## config.mk

```make
export PLATFORM = sky130hd
export DESIGN_NAME = core_sequencer
export DESIGN_NICKNAME = d
export VERILOG_FILES = /design/src/rtl/rv32_pkg.sv /design/src/rtl/wait_timer.sv /design/src/rtl/core_sequencer.sv
export SDC_FILE = /design/constraint.sdc
export NUM_CORES = 1
export LEC_CHECK = 0
export BUFFER_PORTS_ARGS = -buffer_cell sky130_fd_sc_hd__buf_2
export CAP_MARGIN = 20
export CORE_AREA = 2 2 68 103
export CTS_BUF_LIST = sky130_fd_sc_hd__clkbuf_8
export CTS_CLUSTER_SIZE = 14
export DETAILED_ROUTE_END_ITERATION = 8
export DIE_AREA = 0 0 70 105
export PLACE_DENSITY_LB_ADDON = 0.12
export SLEW_MARGIN = 25
export SYNTH_ARGS = -nofsm -noshare
export SYNTH_HDL_FRONTEND = slang
export SYNTH_HIERARCHICAL = 1
export SYNTH_SLANG_ARGS = --single-unit
```

## constraint.sdc

```tcl
create_clock -name clk -period 2.42 [get_ports clk]
set_input_delay 0.242 -clock clk [delete_from_list [all_inputs] [get_ports clk]]
set_output_delay 0.242 -clock clk [all_outputs]
set_load 0.01 [all_outputs]
```

## src/rtl/rv32_pkg.sv

```systemverilog
// rtl/rv32_pkg.sv - shared opcodes, state/class enums and mux encodings for the sequencer
package rv32_pkg;

    localparam logic [6:0] OP_LOAD   = 7'b0000011;
    localparam logic [6:0] OP_STORE  = 7'b0100011;
    localparam logic [6:0] OP_IMM    = 7'b0010011;
    localparam logic [6:0] OP_REG    = 7'b0110011;
    localparam logic [6:0] OP_LUI    = 7'b0110111;
    localparam logic [6:0] OP_AUIPC  = 7'b0010111;
    localparam logic [6:0] OP_JAL    = 7'b1101111;
    localparam logic [6:0] OP_JALR   = 7'b1100111;
    localparam logic [6:0] OP_BRANCH = 7'b1100011;
    localparam logic [6:0] OP_SYSTEM = 7'b1110011;
    localparam logic [2:0] F3_PRIV   = 3'b000;

    localparam logic [1:0] PC_PLUS4 = 2'b00;
    localparam logic [1:0] PC_IMM   = 2'b01;
    localparam logic [1:0] PC_ALU   = 2'b10;

    localparam logic [1:0] WB_ALU  = 2'b00;
    localparam logic [1:0] WB_LOAD = 2'b01;
    localparam logic [1:0] WB_PC4  = 2'b10;

    typedef enum logic [2:0] {
        ST_FETCH  = 3'd0,
        ST_DECODE = 3'd1,
        ST_EXEC   = 3'd2,
        ST_MEM    = 3'd3,
        ST_WB     = 3'd4,
        ST_HALT   = 3'd5,
        ST_TRAP   = 3'd6
    } state_t;

    typedef enum logic [2:0] {
        CL_ALU,
        CL_LOAD,
        CL_STORE,
        CL_BRANCH,
        CL_JAL,
        CL_JALR,
        CL_HALT,
        CL_ILLEGAL
    } op_class_t;

    // One decode table shared by the DECODE check and the later latched-copy decode.
    function automatic op_class_t classify(input logic [6:0] op, input logic [2:0] f3);
        op_class_t cls;
        case (op)
            OP_LOAD:   cls = CL_LOAD;
            OP_STORE:  cls = CL_STORE;
            OP_BRANCH: cls = CL_BRANCH;
            OP_JAL:    cls = CL_JAL;
            OP_JALR:   cls = CL_JALR;
            OP_IMM, OP_REG, OP_LUI, OP_AUIPC: cls = CL_ALU;
            OP_SYSTEM: cls = (f3 == F3_PRIV) ? CL_HALT : CL_ILLEGAL;
            default:   cls = CL_ILLEGAL;
        endcase
        return cls;
    endfunction

endpackage

```

## src/rtl/wait_timer.sv

```systemverilog
// rtl/wait_timer.sv - saturating grant-wait counter; expired once the count reaches TIMEOUT
module wait_timer #(
    parameter int TIMEOUT = 255
) (
    input  logic clk,
    input  logic rst_n,
    input  logic clear,
    input  logic count,
    output logic expired
);

    localparam int CW = (TIMEOUT < 1) ? 1 : $clog2(TIMEOUT + 1);
    localparam logic [CW-1:0] LIMIT = CW'(TIMEOUT);

    logic [CW-1:0] cnt;

    always_ff @(posedge clk or negedge rst_n) begin
        if (!rst_n) begin
            cnt <= '0;
        end else if (clear) begin
            cnt <= '0;
        end else if (count && !expired) begin
            cnt <= cnt + 1'b1;
        end
    end

    assign expired = (cnt == LIMIT);

endmodule

```

## src/rtl/core_sequencer.sv

```systemverilog
// rtl/core_sequencer.sv - multi-cycle RV32I control sequencer with grant timeouts and retire counter
module core_sequencer
    import rv32_pkg::*;
#(
    parameter int TIMEOUT = 255,
    parameter int CNT_W   = 32
) (
    input  logic             clk,
    input  logic             rst_n,
    input  logic [6:0]       opcode,
    input  logic [2:0]       func3,
    input  logic             branch_taken,
    output logic             imem_req,
    input  logic             imem_gnt,
    output logic             dmem_req,
    input  logic             dmem_gnt,
    output logic             dmem_we,
    output logic             ir_we,
    output logic             pc_we,
    output logic [1:0]       pc_src,
    output logic             RegWrite,
    output logic [1:0]       wb_sel,
    output logic             halted,
    output logic             illegal,
    output logic             bus_err,
    output logic [2:0]       state,
    output logic [CNT_W-1:0] instret
);

    state_t     state_q, state_d;
    logic [6:0] op_q;
    logic [2:0] f3_q;
    op_class_t  cls_in, cls_q;

    logic       imem_req_c, dmem_req_c, dmem_we_c, ir_we_c, pc_we_c, reg_write_c;
    logic [1:0] pc_src_c, wb_sel_c;
    logic       retire, set_halt, set_ill, set_berr;
    logic       tmr_clear, tmr_count, tmr_expired;

    assign cls_in = classify(opcode, func3);
    assign cls_q  = classify(op_q, f3_q);

    always_comb begin
        state_d     = state_q;
        imem_req_c  = 1'b0;
        dmem_req_c  = 1'b0;
        dmem_we_c   = 1'b0;
        ir_we_c     = 1'b0;
        pc_we_c     = 1'b0;
        pc_src_c    = PC_PLUS4;
        reg_write_c = 1'b0;
        wb_sel_c    = WB_ALU;
        retire      = 1'b0;
        set_halt    = 1'b0;
        set_ill     = 1'b0;
        set_berr    = 1'b0;
        case (state_q)
            ST_FETCH: begin
                imem_req_c = 1'b1;
                if (imem_gnt) begin
                    ir_we_c = 1'b1;
                    state_d = ST_DECODE;
                end else if (tmr_expired) begin
                    set_berr = 1'b1;
                    state_d  = ST_TRAP;
                end
            end
            ST_DECODE: begin
                if (cls_in == CL_HALT) begin
                    set_halt = 1'b1;
                    state_d  = ST_HALT;
                end else if (cls_in == CL_ILLEGAL) begin
                    set_ill = 1'b1;
                    state_d = ST_TRAP;
                end else begin
                    state_d = ST_EXEC;
                end
            end
            ST_EXEC: begin
                case (cls_q)
                    CL_LOAD, CL_STORE: state_d = ST_MEM;
                    CL_BRANCH: begin
                        pc_we_c  = 1'b1;
                        pc_src_c = branch_taken ? PC_IMM : PC_PLUS4;
                        retire   = 1'b1;
                        state_d  = ST_FETCH;
                    end
                    CL_ALU, CL_JAL, CL_JALR: state_d = ST_WB;
                    default: state_d = ST_TRAP;
                endcase
            end
            ST_MEM: begin
                dmem_req_c = 1'b1;
                dmem_we_c  = (cls_q == CL_STORE);
                if (dmem_gnt) begin
                    if (cls_q == CL_STORE) begin
                        pc_we_c = 1'b1;
                        retire  = 1'b1;
                        state_d = ST_FETCH;
                    end else begin
                        state_d = ST_WB;
                    end
                end else if (tmr_expired) begin
                    set_berr = 1'b1;
                    state_d  = ST_TRAP;
                end
            end
            ST_WB: begin
                reg_write_c = 1'b1;
                pc_we_c     = 1'b1;
                retire      = 1'b1;
                state_d     = ST_FETCH;
                case (cls_q)
                    CL_LOAD: wb_sel_c = WB_LOAD;
                    CL_JAL:  begin wb_sel_c = WB_PC4; pc_src_c = PC_IMM; end
                    CL_JALR: begin wb_sel_c = WB_PC4; pc_src_c = PC_ALU; end
                    default: wb_sel_c = WB_ALU;
                endcase
            end
            ST_HALT, ST_TRAP: state_d = state_q;
            default: state_d = ST_TRAP;
        endcase
    end

    // Only bus-facing waits count; any move into FETCH or MEM starts a fresh window.
    assign tmr_clear = (state_d != state_q) && ((state_d == ST_FETCH) || (state_d == ST_MEM));
    assign tmr_count = (imem_req_c && !imem_gnt) || (dmem_req_c && !dmem_gnt);

    wait_timer #(.TIMEOUT(TIMEOUT)) u_wait_timer (
        .clk     (clk),
        .rst_n   (rst_n),
        .clear   (tmr_clear),
        .count   (tmr_count),
        .expired (tmr_expired)
    );

    always_ff @(posedge clk or negedge rst_n) begin
        if (!rst_n) begin
            state_q <= ST_FETCH;
            op_q    <= '0;
            f3_q    <= '0;
            instret <= '0;
            halted  <= 1'b0;
            illegal <= 1'b0;
            bus_err <= 1'b0;
        end else begin
            state_q <= state_d;
            if (state_q == ST_DECODE) begin
                op_q <= opcode;
                f3_q <= func3;
            end
            if (retire) begin
                instret <= instret + 1'b1;
            end
            halted  <= halted  | set_halt;
            illegal <= illegal | set_ill;
            bus_err <= bus_err | set_berr;
        end
    end

    // Strobes are masked by reset so nothing reaches the buses while rst_n is low.
    assign imem_req = rst_n & imem_req_c;
    assign dmem_req = rst_n & dmem_req_c;
    assign dmem_we  = rst_n & dmem_we_c;
    assign ir_we    = rst_n & ir_we_c;
    assign pc_we    = rst_n & pc_we_c;
    assign RegWrite = rst_n & reg_write_c;
    assign pc_src   = rst_n ? pc_src_c : 2'b00;
    assign wb_sel   = rst_n ? wb_sel_c : 2'b00;
    assign state    = state_q;

endmodule

```

==> results of run 1 <==
## layout by cell type, fill, tap and decap left out, drive strengths merged, types with 2 or more instances in the layout
cell type / synthesis / final
nand3b: 4 / 4
nor3b: 4 / 4
and4: 3 / 3
dfrtp: 53 / 53
ha: 2 / 2
o211a: 2 / 2
and2: 3 / 3
nor2b: 9 / 9
nor4b: 7 / 7
or3: 3 / 3
buf: 2 / 90
a31oi: 3 / 3
nor3: 14 / 14
clkinv: 0 / 2
nand2b: 8 / 8
clkbuf: 6 / 6
inv: 12 / 12
o31ai: 2 / 2
or2: 2 / 2
nand4: 7 / 7
and3: 6 / 6
nor4: 9 / 9
nand2: 39 / 39
or4b: 2 / 2
a21boi: 2 / 2
a21oi: 9 / 9
o21bai: 3 / 3
a211oi: 4 / 4
nand3: 17 / 17
o21ai: 4 / 4
a21o: 2 / 2
nor2: 21 / 21
xnor2: 10 / 10
xor2: 21 / 21
mux2: 3 / 3
## cell families after synthesis
family / synth area share [%]
AND/OR/NAND/NOR: 31.0
flip-flops: 44.9
AO/OA/AOI/OAI: 9.79
XOR/XNOR: 9.20
buffers and inverters: 2.63
multiplexers: 1.61
adder cells (fa/ha/maj): 0.848
## routing by layer
layer	up-vias	global-route usage [%]	routed length (um)
met3	17	2.51	250
li1	1272	-	-
met1	1257	25.0	3100
met2	65	33.9	3710
met5	-	0	0
met4	0	7.01	168
## cells in the mapped netlist (3+ instances only)
master / count / area share (%)
nand4_1: 7 / 1.5
nand3_1: 17 / 2.9
or3_1: 3 / 0.64
nand2b_1: 8 / 1.7
a211oi_1: 4 / 1.0
nor4_1: 8 / 1.7
a31oi_1: 3 / 0.64
dfrtp_1: 53 / 45
nand2_1: 39 / 5.0
nor3b_1: 4 / 1.0
a21oi_1: 9 / 1.5
xor2_1: 21 / 6.2
o21ai_0: 4 / 0.68
nor2b_1: 9 / 1.9
clkbuf_1: 6 / 0.76
nor3_1: 14 / 2.4
nor2_1: 19 / 2.4
inv_1: 12 / 1.5
xnor2_1: 10 / 3.0
nor4b_2: 3 / 1.5
nand3b_1: 3 / 0.76
nor4b_1: 4 / 1.2
and3_1: 6 / 1.3
## worst min-delay path: stages
cell     delay (ps)
buf_2           100
nand2_1          50
nand2_1          50
## cell type report
| cell class | count | area share, % |
|---|---|---|
| tap | 76 | 2.57 |
| multi-input combinational | 236 | 43.4 |
| sequential | 53 | 35.9 |
| clock buffer | 6 | 2.24 |
| clock inverter | 2 | 0.373 |
| timing repair buffer | 91 | 14.3 |
| inverter | 12 | 1.22 |
## how the worst max path moves through the flow
stage	start	endpoint	slack, ps	cells after the start
final	u_wait_timer/cnt[1]	u_wait_timer/cnt[7]	20	11
after detailed placement	func3[1]	u_wait_timer/cnt[7]	20	9
after floorplan	u_wait_timer/cnt[0]	u_wait_timer/cnt[0]	40	11
after global routing	u_wait_timer/cnt[1]	u_wait_timer/cnt[7]	-90	11
after CTS	u_wait_timer/cnt[1]	u_wait_timer/cnt[7]	70	11
after global placement	func3[1]	u_wait_timer/cnt[0]	40	9
## where the power goes
| group | internal [mW] | switching [mW] | total [mW] | leakage, nW |
|---|---|---|---|---|
| Sequential | 0.887 | 0.000806 | 0.887 | 0.582 |
| Combinational | 0.0212 | 0.0363 | 0.0574 | 1.06 |
| Clock | 0.233 | 0.301 | 0.534 | 0.0512 |
| Total | 1.14 | 0.338 | 1.48 | 1.70 |
## sequential cells by signal, indices dropped and copies added (netlist names)
| signal | flops |
|---|---|
| instret | 32 |
| illegal | 1 |
| bus_err | 1 |
| op_q | 7 |
| state | 3 |
| halted | 1 |
| u_wait_timer/cnt | 8 |
## through the flow
step                      setup WS (ps)  power (mW)  hold slack [ps]
final                              22.0        1.48              160
after global routing              -86.8        1.54              170
after CTS                          74.1        1.50              156
after detailed placement           22.7       0.962             95.3
after global placement             39.8       0.962             92.1
after floorplan                    44.3       0.920            -53.6
## what timing repair did
action / CTS / global route
gates resized for setup: 0 / 12
hold buffers: 1 / 0
hold endpoints to repair: 2 / 0
endpoints found under the setup margin: 0 / 7
setup buffers: 0 / 3
==> qor.yml, run 1 <==
outcome: "finished clean"
min_from: "opcode[1]"
end_kind: "register"
yosysSeqAreaShare_pct: 44.9
design_area_mm2: 0.00369
antenna_found_initial: 0
whs_endpoint: "op_q[1]"
htree_num_levels: 2
cp.required_ps: 2630
worst_hold_path_type: "in -> reg"
rsz0062_at_grt: "true"
drtIter0Drc: 123
overflow: 0
netlist_area_mm2: 0.00295
fin_crit_ps: 2400
nFillCells: 607
crit_fanout: 5
clk_path_buf_depth: 2
critPathSlowestCell: "dfrtp_1"
grt_pass1_vias: 2491
reg2regPathDepth: 11
dr.pass1.iters: 4
grt_start_max_net_pins: 30
worstSetupStartpointType: "register"
async_reset_ff_share_pct: 100
num_vias: 2611
synth_edf_count: 0
ys_types: 56
slew_headroom_pct: 62.0
tns_ps: 0
viasPerCell: 5.49
p_leak_nw: 1.70
regArea_mm2: 0.00133
skew_ps: 9.87
worstPathCellList: "ha_2, and4_4, and2_4, nand2b_4, or3_4, o211a_1, a31oi_1, nor4b_2, buf_4, a21oi_1, mux2_2"
dp_hpwl_um: 5340
grt_pass1_wl_um: 11800
critPathMaxStageDelay_ps: 430
dpl_cell_area_mm2: 0.00350
finalWeightedCongestion: 0.821
ff2ff_setup_slack_ps: 20
utilization_pct: 57.8
grt.total_usage_pct: 19.7
peakVddDrop_mv: 0.305
cp_top_family: "simple AND/OR/NAND/NOR gates"
place_inst: 463
synth_ff_type: "dfrtp_1"
r2r_end: "u_wait_timer/cnt[7]"
r2r_start: "u_wait_timer/cnt[1]"
multi_input_area_mm2: 0.00160
wire_per_inst_um: 15.2
avgSynthCellArea_um2: 9.55
die_x_um: 70
clkTransAtPathRegs_ps: 100
cts_sinks: 53
start_util_pct: 46.1
syn-num-nets: 326
area_delta_synth_final_pct: 25.2
diodes: 0
numPortBuffers: 62
timing.final.crit_share_pct: 99.1
worst-path-buf-inv: 1
row_count: 36
cts_buffers: 5
whs_path_depth: 3
fp.dieH_um: 105
die_area_mm2: 0.00735
io_pins: 63
layout-drive-gt1-share_pct: 31.3
layout.cells.non_filler: 476
ant_nets: 0
core_area_mm2: 0.00640
crit_arrival_ps: 2610
power.density_mw_per_mm2: 400
nets: 416
setup_viol: 0
insertion_delay_ps: 310
cts-root-buf: "clkbuf_8"
cts_tree: "built"
crit_type: "reg -> reg"
cap_violations: 0
tightest_slew_ps: 565
final_hold_viol_count: 0
report.final.slew_viol_count: 0
drcViolationCount: 0
syn_inst: 309
fmax_mhz: 417
ys_seq_elements: 53
yosys_warnings: 6
wl_um: 7220
(Power assumes the default switching activity.)
==> run 2, diff against run 1 <==
- CORE_AREA: 2 2 68 103 -> 5 5 71 106
- DIE_AREA: 0 0 70 105 -> 0 0 76 111
- RECOVER_POWER: default -> 25
==> qor.yml, run 2 (synthesis gave the netlist of run 1 again) <==
outcome: "finished clean"
regMostFlops: "instret"
wire_per_inst_um: 15.3  # +0.53%
netSwitchingPower_mw: 0.347  # +2.8%
largestRegisters: "instret x32, u_wait_timer/cnt x8, op_q x7"
end_kind: "register"
start_util_pct: 45.8  # -0.32 points
worstSetupStartpointType: "register"
crit_type: "reg -> reg"
setup.worst_path.start: "u_wait_timer/cnt[0]"
grt.total_usage_pct: 17.5  # -2.2 points
antenna_found_initial: 0  # unchanged
io_pins: 63  # unchanged
most-common-layout-cells: "61 x buf_2, 51 x dfrtp_1, 39 x nand2_1"
power.density_mw_per_mm2: 455  # +14%
num_vias: 2561  # -1.9%
core_area_mm2: 0.00644  # +0.70%
layout_commonest_cell: "buf_2"
diodes: 0  # unchanged
comb_power_share_pct: 3.3  # -0.6 points
report.final.slew_viol_count: 0  # unchanged
peakVddDrop_mv: 0.308  # +0.85%
p_leak_nw: 1.67  # -1.7%
cap_violations: 0  # unchanged
holdWs_ps: 170  # +10.2 ps
ant_nets: 0  # unchanged
multi_input_area_mm2: 0.00158  # -1.3%
setup_viol: 0  # unchanged
die_area_mm2: 0.00844  # +15%
setup_ws_ps: 49.5  # +27.5 ps
crit_fanout: 5  # unchanged
grt_pass1_vias: 2529  # +1.5%
m1WireLength_um: 3040  # -2.0%
nets: 411  # -1.2%
row_count: 36  # unchanged
nFillCells: 590  # -2.8%
htree_num_levels: 2  # unchanged
clkTransAtPathRegs_ps: 110  # about the same
largest_reg_flops: 32  # unchanged
wl_um: 7190  # -0.53%
cp_top_family: "simple AND/OR/NAND/NOR gates"
worst-path-buf-inv: 1  # unchanged
met2WireLength_um: 3630  # -1.9%
cts_sinks: 53  # unchanged
worstPathCellList: "ha_1, and4_4, and2_2, nand2b_1, or3_1, o211a_1, a31oi_4, nor4b_4, buf_4, nor2b_1, mux2_4"
numPortBuffers: 62  # unchanged
fmax_mhz: 422  # +1.2%
critPathSlowestCell: "dfrtp_1"
cts_buffers: 5  # unchanged
die_x_um: 76  # +8.6%
area_delta_synth_final_pct: 24.3
switching_share_pct: 20.8  # -2.1 points
fp.dieH_um: 111  # +5.7%
overflow: 0  # unchanged
drcViolationCount: 0  # unchanged
worst_hold_path_type: "in -> reg"
slew_headroom_pct: 9.87  # -52 points
insertion_delay_ps: 310  # about the same
intPower_mw: 1.32  # +16%
clock_power_share_pct: 43.6  # +7.5 points
place_worst_setup_slack_ps: -66.4  # -89.1 ps
cp.required_ps: 2630  # about the same
p_total_mw: 1.67  # +13%
viasPerCell: 5.44  # -0.87%
seqPwrFrac_pct: 53.2  # -6.8 points
clk_path_buf_depth: 2  # unchanged
critPathMaxStageDelay_ps: 400  # -30 ps
grt_start_max_net_pins: 26  # -13%
regArea_mm2: 0.00133  # +0.19%
dp_hpwl_um: 5530  # +3.7%
finalWeightedCongestion: 0.909  # +11%
tightest_slew_ps: 1350  # +787 ps
crit_arrival_ps: 2580  # -30 ps
dr.pass1.iters: 4  # unchanged
r2r_start: "u_wait_timer/cnt[0]"
layout-drive-gt1-share_pct: 28.4  # -2.9 points
routed-wl-met3_um: 380  # +52%
cts-root-buf: "clkbuf_8"
routed.top_layer: "met4"
min_from: "opcode[0]"
final_hold_viol_count: 0  # unchanged
fin_crit_ps: 2370  # -27.5 ps
drtIter0Drc: 132  # +7.3%
skew_ps: 13.3  # +3.47 ps
grt_pass1_wl_um: 12300  # +4.4%
cts_tree: "built"
timing.final.crit_share_pct: 98.0  # -1.1 points
==> run 2: area by class of cell <==
class / count / area share (%)
clock buffers: 5 / 1.88
flip-flops and latches: 53 / 36.2
repair buffers: 86 / 13.1
well taps: 76 / 2.59
multi-input cells: 236 / 43.1
inverters: 12 / 1.23
clock inverters: 3 / 1.88
==> run 2: through the flow <==
step	util (%)	setup TNS, ps	area (um2)	instances
6_report	57.0	0	3670	471
5_1_grt	57.0	-29.9	3670	471
4_1_cts	56.4	0	3630	469
3_5_place_dp	54.1	-122	3480	460
3_3_place_gp	54.1	-6.57	3480	460
2_1_floorplan	-	0	2950	309
==> run 2: worst paths after layout <==
| kind | end | slack [ps] | depth (start not counted) |
|---|---|---|---|
| hold reg to reg | instret[31] | 470 | 1 |
| hold / removal | op_q[0] | 170 | 3 |
| setup / recovery | u_wait_timer/cnt[0] | 50 | 11 |
| max in group asynchronous | state[1] | 430 | 3 |
| setup reg to reg | u_wait_timer/cnt[0] | 50 | 11 |
| min in group asynchronous | instret[0] | 350 | 2 |
==> run 2: routing by layer <==
| layer | up-vias | global-route usage, % |
|---|---|---|
| met1 | 1222 | 22.5 |
| met2 | 61 | 29.2 |
| met5 | - | 0 |
| met3 | 11 | 3.25 |
| li1 | 1267 | - |
| met4 | 0 | 5.70 |
==> run 2: repair_timing <==
item | in CTS | in global routing
hold buffers | 1 | 0
buffers inserted | 0 | 1
endpoints found under the setup margin | 0 | 4
gates resized for setup | 0 | 8
hold endpoints to repair | 9 | 0
==> run 2: power by group through the flow <==
stage,Combinational [mW],Clock (mW),Sequential (mW)
after global placement,0.0566,0,0.905
after floorplan,0.0133,0,0.906
after CTS,0.0586,0.756,0.888
after detailed placement,0.0570,0,0.905
after global routing,0.0640,0.788,0.888
final,0.0547,0.728,0.888
==> run 2: worst min-delay path: stages <==
cell     delay (ps)
buf_2           100
nand2_1          50
nand2_1          50
